[src/rtl/onehot_decoder_8_if.sv]
// onehot_decoder_8_if: index handshake and decoded-output bundle for onehot_decoder_8
interface onehot_decoder_8_if;
    logic       en;
    logic [2:0] in_idx;
    logic       in_valid;
    logic       in_ready;
    logic [7:0] out_onehot;
    logic       out_valid;
    logic       busy;
    logic [7:0] accept_cnt;
    modport master (
        output en, in_idx, in_valid,
        input  in_ready, out_onehot, out_valid, busy, accept_cnt
    );
    modport slave (
        input  en, in_idx, in_valid,
        output in_ready, out_onehot, out_valid, busy, accept_cnt
    );
endinterface

[src/rtl/onehot_decoder_8.sv]
// onehot_decoder_8: handshaked 3-to-8 decoder holding each index for HOLD_CYCLES cycles
module onehot_decoder_8 #(
    parameter int HOLD_CYCLES = 4
) (
    input  logic               clk,
    input  logic               rst_n,
    onehot_decoder_8_if.slave  bus
);
    typedef enum logic {IDLE, HOLD} state_t;
    state_t     state;
    logic [7:0] hold_cnt;
    logic       accept;
    assign bus.in_ready = bus.en && (state == IDLE || (state == HOLD && hold_cnt == 8'd1));
    assign accept = bus.in_valid && bus.in_ready;
    // accept loads a new hold (also on the last hold cycle for gapless streaming); en low or expiry clears
    always_ff @(posedge clk or negedge rst_n) begin
        if (!rst_n) begin
            state          <= IDLE;
            hold_cnt       <= 8'd0;
            bus.out_onehot <= 8'h00;
            bus.out_valid  <= 1'b0;
            bus.busy       <= 1'b0;
            bus.accept_cnt <= 8'd0;
        end else if (accept) begin
            state          <= HOLD;
            hold_cnt       <= 8'(HOLD_CYCLES);
            bus.out_onehot <= 8'h01 << bus.in_idx;
            bus.out_valid  <= 1'b1;
            bus.busy       <= 1'b1;
            bus.accept_cnt <= (bus.accept_cnt == 8'hFF) ? 8'hFF : bus.accept_cnt + 8'd1;
        end else if (state == HOLD && (!bus.en || hold_cnt == 8'd1)) begin
            state          <= IDLE;
            hold_cnt       <= 8'd0;
            bus.out_onehot <= 8'h00;
            bus.out_valid  <= 1'b0;
            bus.busy       <= 1'b0;
        end else if (state == HOLD) begin
            hold_cnt <= hold_cnt - 8'd1;
        end
    end
endmodule

[src/flat_wrapper.sv]
// flat-port wrapper written by rule: the top's interface ports become plain ports
module onehot_decoder_8_flat 
#(
    parameter int HOLD_CYCLES = 4
)
  (clk, rst_n, bus_en, bus_in_idx, bus_in_valid, bus_in_ready, bus_out_onehot, bus_out_valid, bus_busy, bus_accept_cnt);
  onehot_decoder_8_if bus_i ();
  input  logic clk;
  input  logic rst_n;
  input wire logic [$bits(bus_i.en)-1:0] bus_en;
  input wire logic [$bits(bus_i.in_idx)-1:0] bus_in_idx;
  input wire logic [$bits(bus_i.in_valid)-1:0] bus_in_valid;
  output wire logic [$bits(bus_i.in_ready)-1:0] bus_in_ready;
  output wire logic [$bits(bus_i.out_onehot)-1:0] bus_out_onehot;
  output wire logic [$bits(bus_i.out_valid)-1:0] bus_out_valid;
  output wire logic [$bits(bus_i.busy)-1:0] bus_busy;
  output wire logic [$bits(bus_i.accept_cnt)-1:0] bus_accept_cnt;
  assign bus_i.en = bus_en;
  assign bus_i.in_idx = bus_in_idx;
  assign bus_i.in_valid = bus_in_valid;
  assign bus_in_ready = bus_i.in_ready;
  assign bus_out_onehot = bus_i.out_onehot;
  assign bus_out_valid = bus_i.out_valid;
  assign bus_busy = bus_i.busy;
  assign bus_accept_cnt = bus_i.accept_cnt;
  onehot_decoder_8 #(.HOLD_CYCLES(HOLD_CYCLES)) u_core (.clk(clk), .rst_n(rst_n), .bus(bus_i));
endmodule
[config.mk]
export PLATFORM = sky130hd
export DESIGN_NAME = onehot_decoder_8_flat
export DESIGN_NICKNAME = d
export VERILOG_FILES = /design/src/rtl/onehot_decoder_8_if.sv /design/src/rtl/onehot_decoder_8.sv /design/src/flat_wrapper.sv
export SDC_FILE = /design/constraint.sdc
export NUM_CORES = 1
export LEC_CHECK = 0
export ABC_AREA = 1
export BUFFER_PORTS_ARGS = -buffer_cell sky130_fd_sc_hd__buf_2
export CORE_MARGIN = 2
export CORE_UTILIZATION = 36
export CTS_CLUSTER_SIZE = 14
export DETAILED_ROUTE_END_ITERATION = 8
export PLACE_DENSITY = 0.66
export SYNTH_ARGS = -nofsm -noshare
export SYNTH_HDL_FRONTEND = slang
export SYNTH_SLANG_ARGS = --single-unit
[constraint.sdc]
create_clock -name clk -period 1.67 [get_ports clk]
set_clock_uncertainty 0.05 [all_clocks]
set_input_delay 0.2505 -clock clk [delete_from_list [all_inputs] [get_ports clk]]
set_output_delay 0.2505 -clock clk [all_outputs]
set_load 0.01 [all_outputs]
# ---- Yosys cells after proc, flatten, opt, wreduce, memory -nomap -nowiden
# Index checks and enable logic that the tools add are counted.
dict set report classes {
  add_sub_neg 2
  n_eq_ne 2
  n_shift 1
  n_mux 8
  n_bitwise 1
  reduce_logical 9
}
# op n
set ops {}
lappend ops {{2-to-1 mux 8 bit} 6}
lappend ops {{adder 8 x 1 -> 8 bit (second input constant)} 1}
lappend ops {{equality test 8 x 1 -> 1 bit (second input constant)} 1}
lappend ops {{equality test 8 bit (second input constant)} 1}
lappend ops {{left shift 1 x 3 -> 8 bit (first input constant)} 1}
lappend ops {{subtractor 8 x 1 -> 8 bit (second input constant)} 1}
lappend ops {{logical AND 1 bit} 4}
lappend ops {{nonzero test 3 bit} 1}
lappend ops {{logical OR 1 bit} 2}
lappend ops {{2-to-1 mux 1 bit} 2}
lappend ops {{nonzero test 2 bit} 1}
lappend ops {{zero test 1 bit} 1}
lappend ops {{inverter 1 bit} 1}
dict set report totals {
  ff_bits 25
  input_bits 7
  output_inout_bits 19
  elab_cells 27
}

# ---- Depth between registers and ports, before layout
# Gate-level depths: netlist of run 1.
dict set report depth {
  word_depth 6
  depth_mapped 9
  depth_no_buf 8
}

# ---- Worst setup path before layout of run 1
# Ideal clock, no wire load.
dict set report synth_path {
  kind {reg2out}
  start {reg u_core.hold_cnt[1]}
  end {out bus_in_ready}
  t_arrival_ns 1.134
  required_time_ns 1.370
  path_slack_ns 0.236
  stages_incl_launch_ff 8
  n_path_buf 1
  path_cell_list {dfrtp_1 -> inv_1 -> ha_1 -> nand2_1 -> nor2_4 -> nor2_2 -> nor2_2 -> buf_6}
}
dict set report synth_via {
  elab_chain_len 4
}
# element line_no
set synth_lines {}
lappend synth_lines {{start, declared} onehot_decoder_8.sv:11} ;# logic [7:0] hold_cnt;
lappend synth_lines {{start signal, assigned} onehot_decoder_8.sv:26} ;# hold_cnt <= 8'(HOLD_CYCLES);
lappend synth_lines {{start signal, assigned} onehot_decoder_8.sv:38} ;# hold_cnt <= hold_cnt - 8'd1;
lappend synth_lines {{equality test 8 x 1 -> 1 bit} onehot_decoder_8.sv:13} ;# assign bus.in_ready = bus.en && (state == IDLE || (state == HOLD && hold_cnt == 8'd1));
lappend synth_lines {{logical AND 1 bit} onehot_decoder_8.sv:13}
lappend synth_lines {{logical OR 1 bit} onehot_decoder_8.sv:13}
lappend synth_lines {{logical AND 1 bit} onehot_decoder_8.sv:13}
lappend synth_lines {{end, declared} flat_wrapper.sv:13} ;# output wire logic [$bits(bus_i.in_ready)-1:0] bus_in_ready;
# Every way passes these cells.

# ---- Worst setup path after layout of run 1
# Ends and elaborated chain as after synthesis.

==> impl_results.md, run 1 <==
- Status: finished clean
- DP HPWL: 2140 µm
- Share of cells above drive strength 1: 0.296
- R2R depth: 7
- Starting DRT DRC Count: 59
- Worst-skew pair later-pin latency: 0.26 ns
- Setup crit start kind: register
- Crit path top cell by count: nor2_2
- Setup crit end kind: primary output
- Power Internal: 1.54 mW
- Commonest non-fill, non-tap cell in the layout: nand2_1
- Worst-Margin Slew: 0.552 ns
- Slowest stage delay, CP: 0.40 ns
- Yosys cell types: 23
- Combinational group share of total power: 0.503
- Die ar.: 4600 µm²
- Switching power: 1.09 mW
- VDD IR max: 0.720 mV
- Post-route ant nets: 0
- All-Layer GR Usage: 0.153
- Sequential share of power: 0.363
- Chip width: 67.8 µm
- Kind of critical path: reg2out
- Pleak: 0.961 nW
- PD cells: 1440 nW/µm²
- Final setup violating endpoints: 0
- Fin crit share: 0.994
- Max-cap viol count: 0
- Fmax: 602 MHz
- Count of final hold-check violations: 0
- Max-slew violations: 0
- Sequential share of the synthesized area: 0.427
- Hold path cells: 4
- Clk buf depth: 2
- Crit Path Max Fanout: 2
- Clock Tree Root: clkbuf_8
- Post-Synthesis Net Count: 195
- Initial Util: 0.369
- Number of synthesized register bits: 25
- Clock power share: 0.134
- Crit path arrival time: 1.36 ns
- R2R Path End: u_core.bus.accept_cnt[3]$_DFFE_PN0P_
- Layout area overhead: 24.4%
- Rel. slew slack: 0.632
- Req. time, crit path: 1.37 ns
- CTS clk-pin slew, worst paths: 0.08 ns
- I/O Buffers: 25
- Synth warnings: 0
- DRT Wirelength: 3230 µm
- Max stage delay cell, worst path: dfrtp_1
- Floorplan core area: 3970 µm²
- DRC: 0
- Hold endpoint: u_core.bus.out_onehot[3]$_DFFE_PN0P_
- Vias in the first global route: 1165
- H-tree lvl count: 1
- Routability-driven placement congestion ratio: 0.825
- Die Y: 67.8 µm
- Most frequent cells in the layout: nand2_1, nand3_1, buf_2, dfrtp_1, nor2_1
- GRT overflow: 0
- Antenna violations before repair: 0
- Filler Cell Count: 401
- Nets: 237
- Setup TNS: 0 ns
- FP Rows: 23
- Hold path start: bus_in_idx[2]
- Pin count of the biggest net entering global routing: 26
- Avg Cell Area, Syn: 7.92 µm²
- Buf+Inv Stages, Crit Path: 2
- IO Pins: 26
- Min cycle time layout: 1.66 ns
- Routed wire length per instance: 11.7 µm
- Clock buffer count from CTS: 3
- Diode count: 0
- Worst reg-to-reg setup slack: 0.11 ns
- Sw Ratio: 0.415
- First-pass GRT wire length: 5220 µm
- FF/Latch Area: 628 µm²
- Mean number of vias per cell: 4.75
- CTS tree: built
- Footprint of the multi-input gates: 772 µm²
- CTS sink cnt: 25
- Drt first pass iters: 5
- Via count: 1312
- RSZ-0062 raised after global routing: true
- Worst R2R Start: u_core.hold_cnt[2]$_DFFE_PN0P_
- Cell Area, Synth: 1470 µm²
- CP cell instances: inv_2 > ha_4 > nand2_4 > nor2_4 > nor2_2 > nor2_2 > buf_2
- Tightest Hold Check Type: in2reg
- Util after Layout: 0.459
- Gate Count Post-Synth: 185
- Delay-heaviest family, CP: flip-flops
[logic make-up after synthesis]
kind of cell,Yosys count,share of synthesized area
adder cells (fa/ha/maj),3,0.0256
XOR/XNOR,7,0.0418
AND/OR/NAND/NOR,114,0.358
AO/OA/AOI/OAI,14,0.0709
buffers and inverters,22,0.0769
flip-flops,25,0.427
[final cells by class]
type | count | area share
inverters | 17 | 0.0350
multi-input cells | 139 | 0.423
well taps | 50 | 0.0343
flip-flops and latches | 25 | 0.345
clock buffers | 4 | 0.0247
repair buffers | 41 | 0.138
[how the worst max path moves through the flow]
stage,startpoint,endpoint,cells after the start
after floorplan,u_core.hold_cnt[1]$_DFFE_PN0P_,bus_in_ready,7
after global placement,u_core.hold_cnt[1]$_DFFE_PN0P_,u_core.bus.accept_cnt[0]$_DFFE_PN0P_,7
after detailed placement,u_core.hold_cnt[1]$_DFFE_PN0P_,u_core.bus.out_onehot[6]$_DFFE_PN0P_,7
after CTS,u_core.hold_cnt[0]$_DFFE_PN0P_,bus_in_ready,6
after global routing,u_core.hold_cnt[1]$_DFFE_PN0P_,bus_in_ready,7
final,u_core.hold_cnt[1]$_DFFE_PN0P_,bus_in_ready,7
[synth_stat cells, drive strengths merged]
cell type	n	area share
nand2	55	0.15
nand3	29	0.11
nor2	27	0.086
dfrtp	25	0.43
inv	17	0.044
o21ai	13	0.067
xor2	5	0.030
buf	4	0.028
ha	3	0.026
nand3b	2	0.010
xnor2	2	0.012
a21oi	1	0.0034
clkbuf	1	0.0051
nand4	1	0.0043
[registers in the layout (all words and copies together), names as in the netlist]
name and cells:
u_core.bus.accept_cnt 8, u_core.bus.out_valid 1, u_core.bus.out_onehot 8, u_core.hold_cnt 8
[through the flow]
step | hold slack [ns] | worst slack, ns | power, mW | cells | instance area, µm²
after floorplan | -0.0951 | 0.236 | 1.72 | 185 | 1470
after global placement | 0.227 | 0.106 | 1.97 | 259 | 1630
after detailed placement | 0.226 | 0.0562 | 1.98 | 259 | 1630
after CTS | 0.252 | 0.000580 | 2.58 | 274 | 1790
after global routing | 0.268 | -0.0894 | 2.84 | 276 | 1820
final | 0.252 | 0.0102 | 2.63 | 276 | 1820
[worst min-delay path, delay by kind of cell]
family / cells / cell delay [ns]
simple gates: 3 / 0.17
buf+inv: 1 / 0.12
[power groups by stage]
stage	clock (mW)	sequential (mW)	combinational (mW)
global placement	0	0.963	1.01
finish	0.351	0.955	1.32
CTS	0.366	0.942	1.27
detailed placement	0	0.957	1.03
global route	0.391	0.982	1.46
floorplan	0	0.978	0.738
[repair_timing]
item | CTS | global route
endpoints found under the hold margin | 25 | 0
endpoints found under the setup margin | 1 | 16
setup buffers | 10 | 1
resized for setup | 7 | 4
cloned | 0 | 1
pin swaps | 5 | 3
hold buffers | 1 | 0
[layer usage]
layer | GRT usage | routed length (µm) | vias up
met5 | 0 | 0 | -
met4 | 0.0775 | 41 | 0
met3 | 0.0200 | 125 | 2
met2 | 0.241 | 1570 | 21
met1 | 0.204 | 1490 | 612
li1 | - | - | 677
Note: power is estimated with default switching activity, not from simulation.
==> inputs of run 2 (changes only) <==
- CORE_ASPECT_RATIO: default -> 1.4
==> impl_results.md, run 2 (synthesized netlist as in run 1, its figures left out) <==
- Status: finished clean
- Max-cap viol count: 0 (unchanged)
- Mean number of vias per cell: 4.81 (+1.2%)
- Vias in the first global route: 1222 (+4.9%)
- Count of final hold-check violations: 0 (unchanged)
- Footprint of the multi-input gates: 772 µm² (unchanged)
- Die ar.: 4600 µm² (+0.16%)
- CTS clk-pin slew, worst paths: 0.09 ns (about the same)
- Most frequent cells in the layout: nand2_1, nand3_1, buf_2, dfrtp_1, nor2_1
- Design Power: 2.56 mW (-2.7%)
- Post-route ant nets: 0 (unchanged)
- Dpl cell area: 1620 µm² (-1.0%)
- Max stage delay cell, worst path: dfrtp_1
- Diode count: 0 (unchanged)
- Rel. slew slack: 0.624 (-0.00729)
- Chip width: 57.9 µm (-15%)
- Min cycle time layout: 1.66 ns (-0.00253 ns)
- Post-route cell area: 1780 µm² (-2.3%)
- Req. time, crit path: 1.37 ns (about the same)
- Routability-driven placement congestion ratio: 0.794 (-3.8%)
- Floorplan core area: 3920 µm² (-1.3%)
- IO Pins: 26 (unchanged)
- Die Y: 79.5 µm (+17%)
- Via count: 1275 (-2.8%)
- CTS sink cnt: 25 (unchanged)
- I/O Buffers: 25 (unchanged)
- Worst setup margin: 0.0128 ns (+0.00253 ns)
- Max-slew violations: 0 (unchanged)
- Worst reg-to-reg setup slack: 0.13 ns (+0.02 ns)
- GRT overflow: 0 (unchanged)
- Clk buf depth: 2 (unchanged)
- RSZ-0062 raised after global routing: true
- Tightest Hold Check Type: in2reg
- DP Worst Slack: 0.0521 ns (-0.00414 ns)
- Filler Cell Count: 389 (-3.0%)
- PD cells: 1440 nW/µm² (-0.38%)
- Crit path arrival time: 1.36 ns (about the same)
- VDD IR max: 0.847 mV (+18%)
- CTS tree: built
- DRC: 0 (unchanged)
- Grt met2 use: 0.255 (+0.0131)
- GRT Max-Usage Layer: met2
- Pin count of the biggest net entering global routing: 26 (unchanged)
- Fmax: 603 MHz (+0.15%)
- Grt met1 use: 0.166 (-0.0382)
- Pleak: 0.941 nW (-2.2%)
- Routing usage on met3: 0.0194 (-0.000551)
- Nets: 233 (-1.7%)
- Clock buffer count from CTS: 3 (unchanged)
- Routed wire length per instance: 11.7 µm (+0.19%)
- First-pass GRT wire length: 5200 µm (-0.40%)
- Crit Path Max Fanout: 4 (+2)
- Fin crit share: 0.992 (-0.00152)
- DP HPWL: 2100 µm (-1.9%)
- DRT Wirelength: 3110 µm (-3.8%)
- Antenna violations before repair: 0 (unchanged)
- Share of cells above drive strength 1: 0.284 (-0.0127)
- CP cell instances: nor2_2 > nand2_4 > nor2_4 > nor2_2 > nor2_2 > buf_2
- Largest regs: u_core.bus.accept_cnt: 8 flops, u_core.bus.out_onehot: 8 flops, u_core.hold_cnt: 8 flops
- Commonest non-fill, non-tap cell in the layout: nand2_1
- Final setup violating endpoints: 0 (unchanged)
- FF/Latch Area: 628 µm² (unchanged)
- Layout area overhead: 21.5%
- All-Layer GR Usage: 0.141 (-0.0120)
- Placed insts: 251 (-3.1%)
- FP Rows: 27 (+17%)
- H-tree lvl count: 1 (unchanged)
- Clock Tree Root: clkbuf_8
- Kind of critical path: reg2out
- Initial Util: 0.374 (+0.00495)
- Setup crit end kind: primary output
- Starting DRT DRC Count: 37 (-37%)
- Non-Filler Instances: 265 (-4.0%)
- Worst-skew pair later-pin latency: 0.27 ns (about the same)
- Worst-Margin Slew: 0.563 ns (+0.0109 ns)
- Crit path top cell by count: nor2_2
- Drt first pass iters: 4 (-1)
- Setup crit start kind: register
- Slowest stage delay, CP: 0.43 ns (+0.03 ns)
run 2: cell count changes in the layout (fill, tap and decap cells not counted):
cell,before,now
buf_6,1,0
buf_4,14,11
run 2: power breakdown:
group | leakage [nW] | internal, mW | switching (mW)
combinational | 0.585 | 0.547 | 0.690
sequential | 0.333 | 0.770 | 0.185
clock | 0.0228 | 0.171 | 0.194
total | 0.941 | 1.49 | 1.07
run 2: per-layer routing:
layer | wire length, µm | vias up
met5 | 0 | -
met4 | 44 | 0
met3 | 77 | 5
met2 | 1580 | 19
met1 | 1410 | 588
li1 | - | 663
run 2: worst paths after layout:
kind                                                      start                                   end  cells after the start
setup / recovery                 u_core.hold_cnt[6]$_DFFE_PN0P_                          bus_in_ready                      6
hold / removal                                    bus_in_idx[2]  u_core.bus.out_onehot[2]$_DFFE_PN0P_                      4
setup reg to reg                 u_core.hold_cnt[2]$_DFFE_PN0P_  u_core.bus.accept_cnt[1]$_DFFE_PN0P_                      7
hold reg to reg            u_core.bus.out_onehot[2]$_DFFE_PN0P_  u_core.bus.out_onehot[2]$_DFFE_PN0P_                      2
max in group asynchronous                                 rst_n        u_core.hold_cnt[2]$_DFFE_PN0P_                      2
min in group asynchronous                                 rst_n  u_core.bus.out_onehot[4]$_DFFE_PN0P_                      2
run 2: final cells by class:
| type | instances | area share |
|---|---|---|
| clock buffers | 4 | 0.0253 |
| inverters | 17 | 0.0358 |
| multi-input cells | 139 | 0.434 |
| flip-flops and latches | 25 | 0.353 |
| well taps | 43 | 0.0302 |
| repair buffers | 37 | 0.122 |
run 2: worst max-delay path, delay by kind of cell, from the launching register on:
| family | cells | cell delay, ns |
|---|---|---|
| simple gates | 5 | 0.52 |
| flops | 1 | 0.43 |
| buf+inv | 1 | 0.14 |
run 2: stage by stage:
step	setup TNS, ns	utilization	hold slack [ns]
floorplan	0	-	-0.0951
global placement	0	0.413	0.229
detailed placement	0	0.413	0.229
CTS	0	0.448	0.242
global route	-0.0626	0.454	0.267
finish	0	0.454	0.243
run 2: timing repair:
item | CTS | global route
hold endpoints to repair | 25 | 0
hold buffers | 1 | 0
cloned | 0 | 1
pin swaps | 5 | 2
endpoints found under the setup margin | 1 | 17
buffers inserted | 7 | 1
resized for setup | 9 | 1
